### config.mk
export PLATFORM = sky130hd
export DESIGN_NAME = retire_free_list
export DESIGN_NICKNAME = d
export VERILOG_FILES = /design/src/rtl/retire_free_list_pkg.sv /design/src/rtl/retire_decode.sv /design/src/rtl/retire_free_list.sv
export SDC_FILE = /design/constraint.sdc
export NUM_CORES = 1
export LEC_CHECK = 0
export BUFFER_PORTS_ARGS = -buffer_cell sky130_fd_sc_hd__buf_2
export CORE_MARGIN = 1
export CORE_UTILIZATION = 39
export CTS_BUF_LIST = sky130_fd_sc_hd__clkbuf_4 sky130_fd_sc_hd__clkbuf_8
export DETAILED_ROUTE_END_ITERATION = 12
export PLACE_DENSITY = 0.57
export SETUP_SLACK_MARGIN = 0.15
export SLEW_MARGIN = 30
export SYNTH_ARGS = -nofsm -noshare
export SYNTH_HDL_FRONTEND = slang
export SYNTH_SLANG_ARGS = --single-unit
### constraint.sdc
create_clock -name i_clk -period 5.95 [get_ports i_clk]
set_clock_uncertainty 0.15 [all_clocks]
set_input_delay 0.595 -clock i_clk [delete_from_list [all_inputs] [get_ports i_clk]]
set_output_delay 0.595 -clock i_clk [all_outputs]
set_load 0.03 [all_outputs]
### src/rtl/retire_free_list_pkg.sv
// Shared constants and types for the retire-side physical-register free list.
// Retire word layout is shared with the ROB: {valid, rd_old, data, rd}.
package retire_free_list_pkg;

  localparam int NUM_PREGS = 64;
  localparam int NUM_AREGS = 32;
  localparam int TAG_W     = $clog2(NUM_PREGS);
  localparam int PTR_W     = TAG_W + 1;
  localparam int CNT_W     = 7;

  localparam int RETIRE_WIDTH   = 45;
  localparam int RETIRE_VALID   = 44;
  localparam int RETIRE_OLD_HI  = 43;
  localparam int RETIRE_OLD_LO  = 38;
  localparam int RETIRE_DATA_HI = 37;
  localparam int RETIRE_DATA_LO = 6;
  localparam int RETIRE_RD_HI   = 5;
  localparam int RETIRE_RD_LO   = 0;

  typedef struct packed {
    logic             en;
    logic [TAG_W-1:0] tag;
  } free_req_t;

  // Initial FIFO contents: the unmapped tags NUM_AREGS.. fill the first slots.
  function automatic logic [TAG_W-1:0] reset_entry(input int idx);
    logic [TAG_W-1:0] v;
    if (idx < NUM_PREGS - NUM_AREGS) begin
      v = TAG_W'(NUM_AREGS + idx);
    end else begin
      v = {TAG_W{1'b0}};
    end
    return v;
  endfunction

endpackage

### src/rtl/retire_decode.sv
// Splits two retire words into free-enable/tag pairs, filtering p0 and
// (with FREELIST_DBLFREE_CHECK_EN) tags already present in the free list.
module retire_decode
  import retire_free_list_pkg::*;
(
`ifdef FREELIST_DBLFREE_CHECK_EN
  input  logic [NUM_PREGS-1:0]    i_in_list,
`endif
  input  logic [RETIRE_WIDTH-1:0] i_retire0,
  input  logic [RETIRE_WIDTH-1:0] i_retire1,
  output free_req_t               o_free0,
  output free_req_t               o_free1,
  output logic                    o_dup_err
);

  logic             w_raw0_en;
  logic             w_raw1_en;
  logic [TAG_W-1:0] w_tag0;
  logic [TAG_W-1:0] w_tag1;
  logic             w_dup0;
  logic             w_dup1;
  logic             w_unused_fields;

  assign w_tag0    = i_retire0[RETIRE_OLD_HI:RETIRE_OLD_LO];
  assign w_tag1    = i_retire1[RETIRE_OLD_HI:RETIRE_OLD_LO];
  assign w_raw0_en = i_retire0[RETIRE_VALID] && (w_tag0 != {TAG_W{1'b0}});
  assign w_raw1_en = i_retire1[RETIRE_VALID] && (w_tag1 != {TAG_W{1'b0}});

  assign w_unused_fields = ^{i_retire0[RETIRE_DATA_HI:RETIRE_RD_LO],
                             i_retire1[RETIRE_DATA_HI:RETIRE_RD_LO]};

`ifdef FREELIST_DBLFREE_CHECK_EN
  // A kept retire0 tag counts as already listed for retire1.
  assign w_dup0 = w_raw0_en && i_in_list[w_tag0];
  assign w_dup1 = w_raw1_en && (i_in_list[w_tag1] ||
                                (w_raw0_en && !w_dup0 && (w_tag1 == w_tag0)));
`else
  assign w_dup0 = 1'b0;
  assign w_dup1 = 1'b0;
`endif

  assign o_free0.en  = w_raw0_en && !w_dup0;
  assign o_free0.tag = w_tag0;
  assign o_free1.en  = w_raw1_en && !w_dup1;
  assign o_free1.tag = w_tag1;
  assign o_dup_err   = w_dup0 || w_dup1;

endmodule

### src/rtl/retire_free_list.sv
// Circular free list of physical tags: up to two frees from retire, one alloc
// to rename per cycle. Optional duplicate-free check: FREELIST_DBLFREE_CHECK_EN.
module retire_free_list
  import retire_free_list_pkg::*;
(
  input  logic                    i_clk,
  input  logic                    i_rst_n,
  input  logic                    i_alloc_req,
  output logic [TAG_W-1:0]        o_alloc_tag,
  output logic                    o_alloc_valid,
  input  logic [RETIRE_WIDTH-1:0] i_retire0,
  input  logic [RETIRE_WIDTH-1:0] i_retire1,
  output logic [CNT_W-1:0]        o_free_count,
  output logic                    o_err
);

  logic [TAG_W-1:0] r_mem [NUM_PREGS];
  logic [PTR_W-1:0] r_head;
  logic [PTR_W-1:0] r_tail;
  logic [CNT_W-1:0] r_count;
  logic             r_err;

  free_req_t        w_free0;
  free_req_t        w_free1;
  logic             w_dup_err;
  logic             w_alloc;
  logic [CNT_W-1:0] w_room;
  logic [CNT_W-1:0] w_need1;
  logic             w_keep0;
  logic             w_keep1;
  logic             w_ovf_err;
  logic [CNT_W-1:0] w_n_free;
  logic             w_wr0_en;
  logic             w_wr1_en;
  logic [TAG_W-1:0] w_wr0_tag;
  logic [TAG_W-1:0] w_wr0_idx;
  logic [TAG_W-1:0] w_wr1_idx;

`ifdef FREELIST_DBLFREE_CHECK_EN
  logic [NUM_PREGS-1:0] r_in_list;
  logic [NUM_PREGS-1:0] w_in_list_next;
`endif

  retire_decode u_decode (
`ifdef FREELIST_DBLFREE_CHECK_EN
    .i_in_list (r_in_list),
`endif
    .i_retire0 (i_retire0),
    .i_retire1 (i_retire1),
    .o_free0   (w_free0),
    .o_free1   (w_free1),
    .o_dup_err (w_dup_err)
  );

  assign o_alloc_valid = (r_count != {CNT_W{1'b0}});
  assign o_alloc_tag   = r_mem[r_head[TAG_W-1:0]];
  assign o_free_count  = r_count;
  assign o_err         = r_err;

  assign w_alloc = i_alloc_req && o_alloc_valid;

  // Room is judged against the pre-alloc count; retire0 claims space first.
  assign w_room    = CNT_W'(NUM_PREGS) - r_count;
  assign w_need1   = w_keep0 ? CNT_W'(2) : CNT_W'(1);
  assign w_keep0   = w_free0.en && (w_room != {CNT_W{1'b0}});
  assign w_keep1   = w_free1.en && (w_room >= w_need1);
  assign w_ovf_err = (w_free0.en && !w_keep0) || (w_free1.en && !w_keep1);
  assign w_n_free  = CNT_W'(w_keep0) + CNT_W'(w_keep1);

  assign w_wr0_en  = w_keep0 || w_keep1;
  assign w_wr1_en  = w_keep0 && w_keep1;
  assign w_wr0_tag = w_keep0 ? w_free0.tag : w_free1.tag;
  assign w_wr0_idx = r_tail[TAG_W-1:0];
  assign w_wr1_idx = r_tail[TAG_W-1:0] + TAG_W'(1);

`ifdef FREELIST_DBLFREE_CHECK_EN
  // Membership: clear the popped tag, then mark the newly written ones.
  always_comb begin
    w_in_list_next = r_in_list;
    if (w_alloc) begin
      w_in_list_next[o_alloc_tag] = 1'b0;
    end else begin
      w_in_list_next = w_in_list_next;
    end
    if (w_wr0_en) begin
      w_in_list_next[w_wr0_tag] = 1'b1;
    end else begin
      w_in_list_next = w_in_list_next;
    end
    if (w_wr1_en) begin
      w_in_list_next[w_free1.tag] = 1'b1;
    end else begin
      w_in_list_next = w_in_list_next;
    end
  end

  always_ff @(posedge i_clk or negedge i_rst_n) begin
    if (!i_rst_n) begin
      r_in_list <= {{(NUM_PREGS-NUM_AREGS){1'b1}}, {NUM_AREGS{1'b0}}};
    end else begin
      r_in_list <= w_in_list_next;
    end
  end
`endif

  always_ff @(posedge i_clk or negedge i_rst_n) begin
    if (!i_rst_n) begin
      for (int i = 0; i < NUM_PREGS; i++) begin
        r_mem[i] <= reset_entry(i);
      end
    end else begin
      if (w_wr0_en) begin
        r_mem[w_wr0_idx] <= w_wr0_tag;
      end
      if (w_wr1_en) begin
        r_mem[w_wr1_idx] <= w_free1.tag;
      end
    end
  end

  // Pointers carry a wrap bit above the index; count is kept separately.
  always_ff @(posedge i_clk or negedge i_rst_n) begin
    if (!i_rst_n) begin
      r_head  <= {PTR_W{1'b0}};
      r_tail  <= PTR_W'(NUM_PREGS - NUM_AREGS);
      r_count <= CNT_W'(NUM_PREGS - NUM_AREGS);
      r_err   <= 1'b0;
    end else begin
      r_head  <= r_head + PTR_W'(w_alloc);
      r_tail  <= r_tail + PTR_W'(w_n_free);
      r_count <= r_count + w_n_free - CNT_W'(w_alloc);
      r_err   <= r_err || w_dup_err || w_ovf_err;
    end
  end

endmodule

# Word level (Yosys, flattened, before mapping)
# Cells that the tools add are included.
# op_classes
add_sub_neg	7
n_lt_le_gt_ge	6
mux	13
bitwise_logic	3
reduce_logical	19
# ops
operator	count
$bwmux 384	2
$mux 384	2
$demux 6 s6	2
$bmux 6 s6	1
$mux 6	5
$ge 7x7->1 const B	3
$not 6->7	3
$add 7x2->7	2
$lt 7x1->1 const B	2
$reduce_bool 7->1	2
$reduce_bool 6->1	2
$logic_and 1x1->1	10
$add 7x1->7	1
$ge 7x2->1	1
$sub 7x1->7	1
$sub 7x7->7 const A	1
$add 6x1->6 const B	1
$logic_or 1x1->1	3
$add 1x1->2	1
$logic_not 1->1	2
$mux 2	1
# word_totals
register_bits	406

# Logic depth before layout (Yosys ltp)
# depth
depth_word	10
ltp_mapped	24
depth_no_buf	23

# Cells and area by module
# Synthesis repeated with hierarchy kept, for this count alone.
# hier_totals
cells_unflattened	2378
area_unflattened_um2	23477.5
# modules_own_cells
module	n_inst	cells_each	area_per_inst_um2	seq_area_each_um2
retire_free_list	1	2358	23328.6	10252.3
retire_decode	1	20	148.9	0.0

# Least setup slack after synthesis
# OpenSTA, ideal clock, no wires.
# synth_timing
path_type	flip-flop to flip-flop
start	register r_count[5], in the netlist o_free_count[5]
end	register r_mem[248] (netlist bit)
setup_time_ns	0.073
t_arrival_ns	4.425
t_required_ns	5.727
setup_slack_ns	1.302
path_stages_with_launch	22
path_buffers	4
synth_period_minus_slack_ns	4.648
path_cell_list	dfstp_2 > inv_1 > ha_1 > xor2_1 > o22a_1 > or3_1 > buf_2 > and2_4 > inv_6 > ha_1 > o21ai_0 > a31oi_1 > inv_1 > ha_1 > buf_2 > or4b_1 > buf_2 > nor3_1 > clkbuf_1 > nor2_1 > mux2_2 > a21oi_1
# synth_via
elab_chain_cells	10
elab_cells_between_ends	13
cone_classes	1 x add/sub; 1 x order compare; 6 x mux; 5 x reduce/logical
# synth_rtl
item	line	source
from (decl)	retire_free_list.sv:20	logic [CNT_W-1:0] r_count;
from (signal assigned)	retire_free_list.sv:126	r_count <= CNT_W'(NUM_PREGS - NUM_AREGS);
from (signal assigned)	retire_free_list.sv:131	r_count <= r_count + w_n_free - CNT_W'(w_alloc);
$sub 7x7->7 (*)	retire_free_list.sv:63	assign w_room = CNT_W'(NUM_PREGS) - r_count;
$reduce_bool 7->1	retire_free_list.sv:65	assign w_keep0 = w_free0.en && (w_room != {CNT_W{1'b0}});
$logic_and 1x1->1	retire_free_list.sv:65	
$mux 2	retire_free_list.sv:64	assign w_need1 = w_keep0 ? CNT_W'(2) : CNT_W'(1);
$ge 7x2->1	retire_free_list.sv:66	assign w_keep1 = w_free1.en && (w_room >= w_need1);
$logic_and 1x1->1	retire_free_list.sv:66	
$logic_or 1x1->1	retire_free_list.sv:70	assign w_wr0_en = w_keep0 || w_keep1;
$mux 384	retire_free_list.sv:112	if (w_wr0_en) begin
$bwmux 384	retire_free_list.sv:116	r_mem[w_wr1_idx] <= w_free1.tag;
$mux 384 (*)	retire_free_list.sv:115	if (w_wr1_en) begin
to (signal, indexed assignment)	retire_free_list.sv:109	r_mem[i] <= reset_entry(i);
to (signal, indexed assignment)	retire_free_list.sv:113	r_mem[w_wr0_idx] <= w_wr0_tag;
to (signal, indexed assignment)	retire_free_list.sv:116	
to (decl)	retire_free_list.sv:17	logic [TAG_W-1:0] r_mem [NUM_PREGS];
# Every way passes the cells marked *; elsewhere a longest branch is shown, timed or not.

# Worst setup path in the final report
# layout_timing
start	register r_count[5], in the netlist o_free_count[5]
end	register r_mem[141] (netlist bit)
# The elaborated chain is that of the path after synthesis.

==> flow_summary_export.csv <==
group,metric,value,unit
worst_setup_path,rr_endpoint,"r_mem[141]$_DFF_PN0_",
finish,fin_nets,2276,
worst_setup_path,worst-r2r-cell-count,17,
worst_setup_path,crit_type,"reg2reg",
placement,gp_congestion,0.941,
worst_setup_path,rr_startpoint,"o_free_count[5]$_DFF_PN1_",
routing,wl_per_cell,26.8,µm
sta,finalSetupTns,0,ns
die,row_count,90,
sta,fmax,0.185,GHz
pwr,vdd_ir_drop_max,0.385,mV
sta,relSlewSlack,30.0,%
finish,drive_gt1_share,34.5,%
clocking,cts.htree.levels,3,
clocking,insertion_delay,0.65,ns
hold_path,hp-start,"i_retire1[43]",
die,fp.dieW,250,µm
synth,synthTopCellsByArea,"dfrtp_1 30%, dfstp_2 12%, mux2_2 8.3%",
job,drv_cap,0,
synth,synth-edff-count,0,
run_status,outcome,"finished, final reports clean",
synth,yosysMostFrequentCell,"a21oi_1",
clocking,post_cts_buffers,0,
grt,antenna_found_initial,0,
sta,timing.final.crit_period,5.40,ns
routing,ant_nets,0,
grt,grt-ovfl-total,0,
synth,syn_area_per_cell,10.9,µm²
routing,dr_total_vias,19600,
die,initial_core_util,39.7,%
die,dieArea,62600,µm²
sta,hold_violations,0,
finish,diodes,0,
grt,grt_pass1_wl,124000,µm
worst_setup_path,cp.arrival,5.78,ns
pwr,p_leak,10.5,nW
routing,drt-initial-drc-count,1668,
clocking,cts_buffers,76,
sta,rsz0062_at_grt,"false",
worst_setup_path,endpoint_kind,"flip-flop",
synth,yosysTopAreaCell,"dfrtp_1",
synth,synth_seq_area_share,42.6,%
grt,grt_max_degree,113,
placement,numPortBuffers,31,
hold_path,hold_class,"in2reg",
synth,ys_top_cells_by_count,"321 x a21oi_1, 290 x dfrtp_1, 178 x mux2_2, 162 x a211oi_1, 147 x clkbuf_1",
sta,worstMarginPinSlew,1.05,ns
synth,syn_inst,2211,
placement,post-dp-hpwl,50000,µm
sta,final_max_slew_viol_count,0,
synth,ys_types,80,
clocking,clockRootBuffer,"clkbuf_8",
sta,hold-worst-slack,0.113,ns
routing,drt_first_pass_iters,8,
worst_setup_path,setup.worst_path.start_class,"flip-flop",
synth,synth_nets,2327,
synth,synthArstFlopShare,100,%
finish,area_delta_synth_final,10.6,%
clocking,cts_tree,"yes",
pwr,power_density,586,nW/µm²
hold_path,whs_endpoint,"r_mem[281]$_DFF_PN1_",
synth,ys.flop_type,"dfrtp_1",
routing,vias_per_cell,6.53,
die,design.portCount,108,
synth,netlist.area_leader.share,30.2,%
routing,drc,0,
hold_path,worstHoldPathCells,3,
grt,grt_pass1_vias,19900,
synth,ys_seq_elements,404,
routing,wl,80500,µm
clocking,clk_path_buf_depth,3,
clocking,cts_sinks,404,
worst_setup_path,r2r_slack,0.55,ns
sta,min_period_over_period,90.7,%
worst_setup_path,critical_path.max_fanout,12,
worst_setup_path,cp.required,6.33,ns
placement,dp_slack,0.646,ns
finish,final_core_util,43.9,%
die,core_area,60600,µm²
clocking,clk_pin_slew_worst_paths,0.06,ns
worst_setup_path,crit_start,"o_free_count[5]$_DFF_PN1_",
synth,yosysWarnings,0,
die,dieHeight,250,µm
sta,setup-violations-final,0,
synth,syn_area,24000,µm²
sta,worst_slack,0.551,ns
grt,grtUsageTotal,25.7,%
## registers in the layout, summed over array words and instances (netlist names)
name / cells
o_err: 1
r_head: 6
r_mem: 384
r_tail: 6
o_free_count: 7
## routing by layer
metal	up-vias	track usage, %	part of all wire [%]
met1	10100	34.4	42
met4	0	11.0	3.7
met2	804	40.4	47
met3	188	5.22	7.6
met5	-	0	0
li1	8501	-	-
## how the worst max path moves through the flow
| stage | end | slack, ns | cells past startpoint |
|---|---|---|---|
| global route | r_mem[303]$_DFF_PN1_ | 0.26 | 17 |
| CTS | r_mem[130]$_DFF_PN0_ | 0.59 | 17 |
| floorplan | r_mem[248]$_DFF_PN1_ | 1.30 | 21 |
| detailed placement | r_mem[131]$_DFF_PN0_ | 0.65 | 17 |
| global placement | r_mem[155]$_DFF_PN0_ | 0.55 | 16 |
| finish | r_mem[141]$_DFF_PN0_ | 0.55 | 17 |
## cell usage in the layout (no fill, tap or decap), drive strengths merged, types with 17 or more instances in the layout
| master | count |
|---|---|
| a211oi | 164 |
| a21oi | 321 |
| a221oi | 200 |
| and2 | 30 |
| and3b | 18 |
| buf | 134 |
| clkbuf | 128 |
| dfrtp | 290 |
| dfstp | 114 |
| ha | 21 |
| inv | 30 |
| mux2 | 178 |
| mux2i | 61 |
| mux4 | 67 |
| nand2 | 30 |
| nor2 | 138 |
| nor3 | 70 |
| o21ai | 42 |
| o221ai | 17 |
## cell type report
cell class	count	area [µm²]
inverter	31	123
fill	5689	34000
clock inverter	7	37.5
clock buffer	128	1570
timing repair buffer	135	1010
multi-input combinational	1512	12600
sequential	404	10300
tap	782	978
## power by group
part,leakage (nW),internal [mW],switching [mW]
logic,4.77,3.11,4.14
clock network,0.866,1.66,1.24
registers,4.85,4.37,1.06
## cell families after synthesis
logic type / Yosys count / synth area share (%)
AOI/OAI and AO/OA: 810 / 25.1
xor gates and xnor gates: 18 / 0.656
adders and majority gates: 23 / 1.26
buffers and inverters: 295 / 5.48
DFF: 404 / 42.6
muxes: 306 / 17.3
and+or+nand+nor: 355 / 7.59
## repair_timing
action,4_1_cts,5_1_grt
gates resized for setup,0,1
hold endpoints to repair,36,0
hold buffers,1,0
endpoints found under the setup margin,0,1
## critical path, stage by stage (launching register included)
cell and delay, ns:
dfstp_2 0.58, inv_1 0.08, ha_1 0.22, xor2_1 0.15, o22a_1 0.23, or3_1 0.54, and2_4 0.25, inv_6 0.13
ha_1 0.14, o21ai_0 0.11, a31oi_1 0.25, inv_1 0.08, ha_1 0.41, nor2_1 0.30, nand2_1 0.45, nor2_1 0.82
a211oi_1 0.11, a221oi_1 0.26
## metrics by stage
step | area [µm²] | total power [mW] | cells
final | 26600 | 15.6 | 2999
after detailed placement | 24900 | 12.6 | 2861
after floorplan | 24000 | 10.3 | 2211
after CTS | 26500 | 15.5 | 2997
after global placement | 24900 | 12.3 | 2861
after global routing | 26600 | 16.4 | 2999
Power figures use the tool's default switching activity.
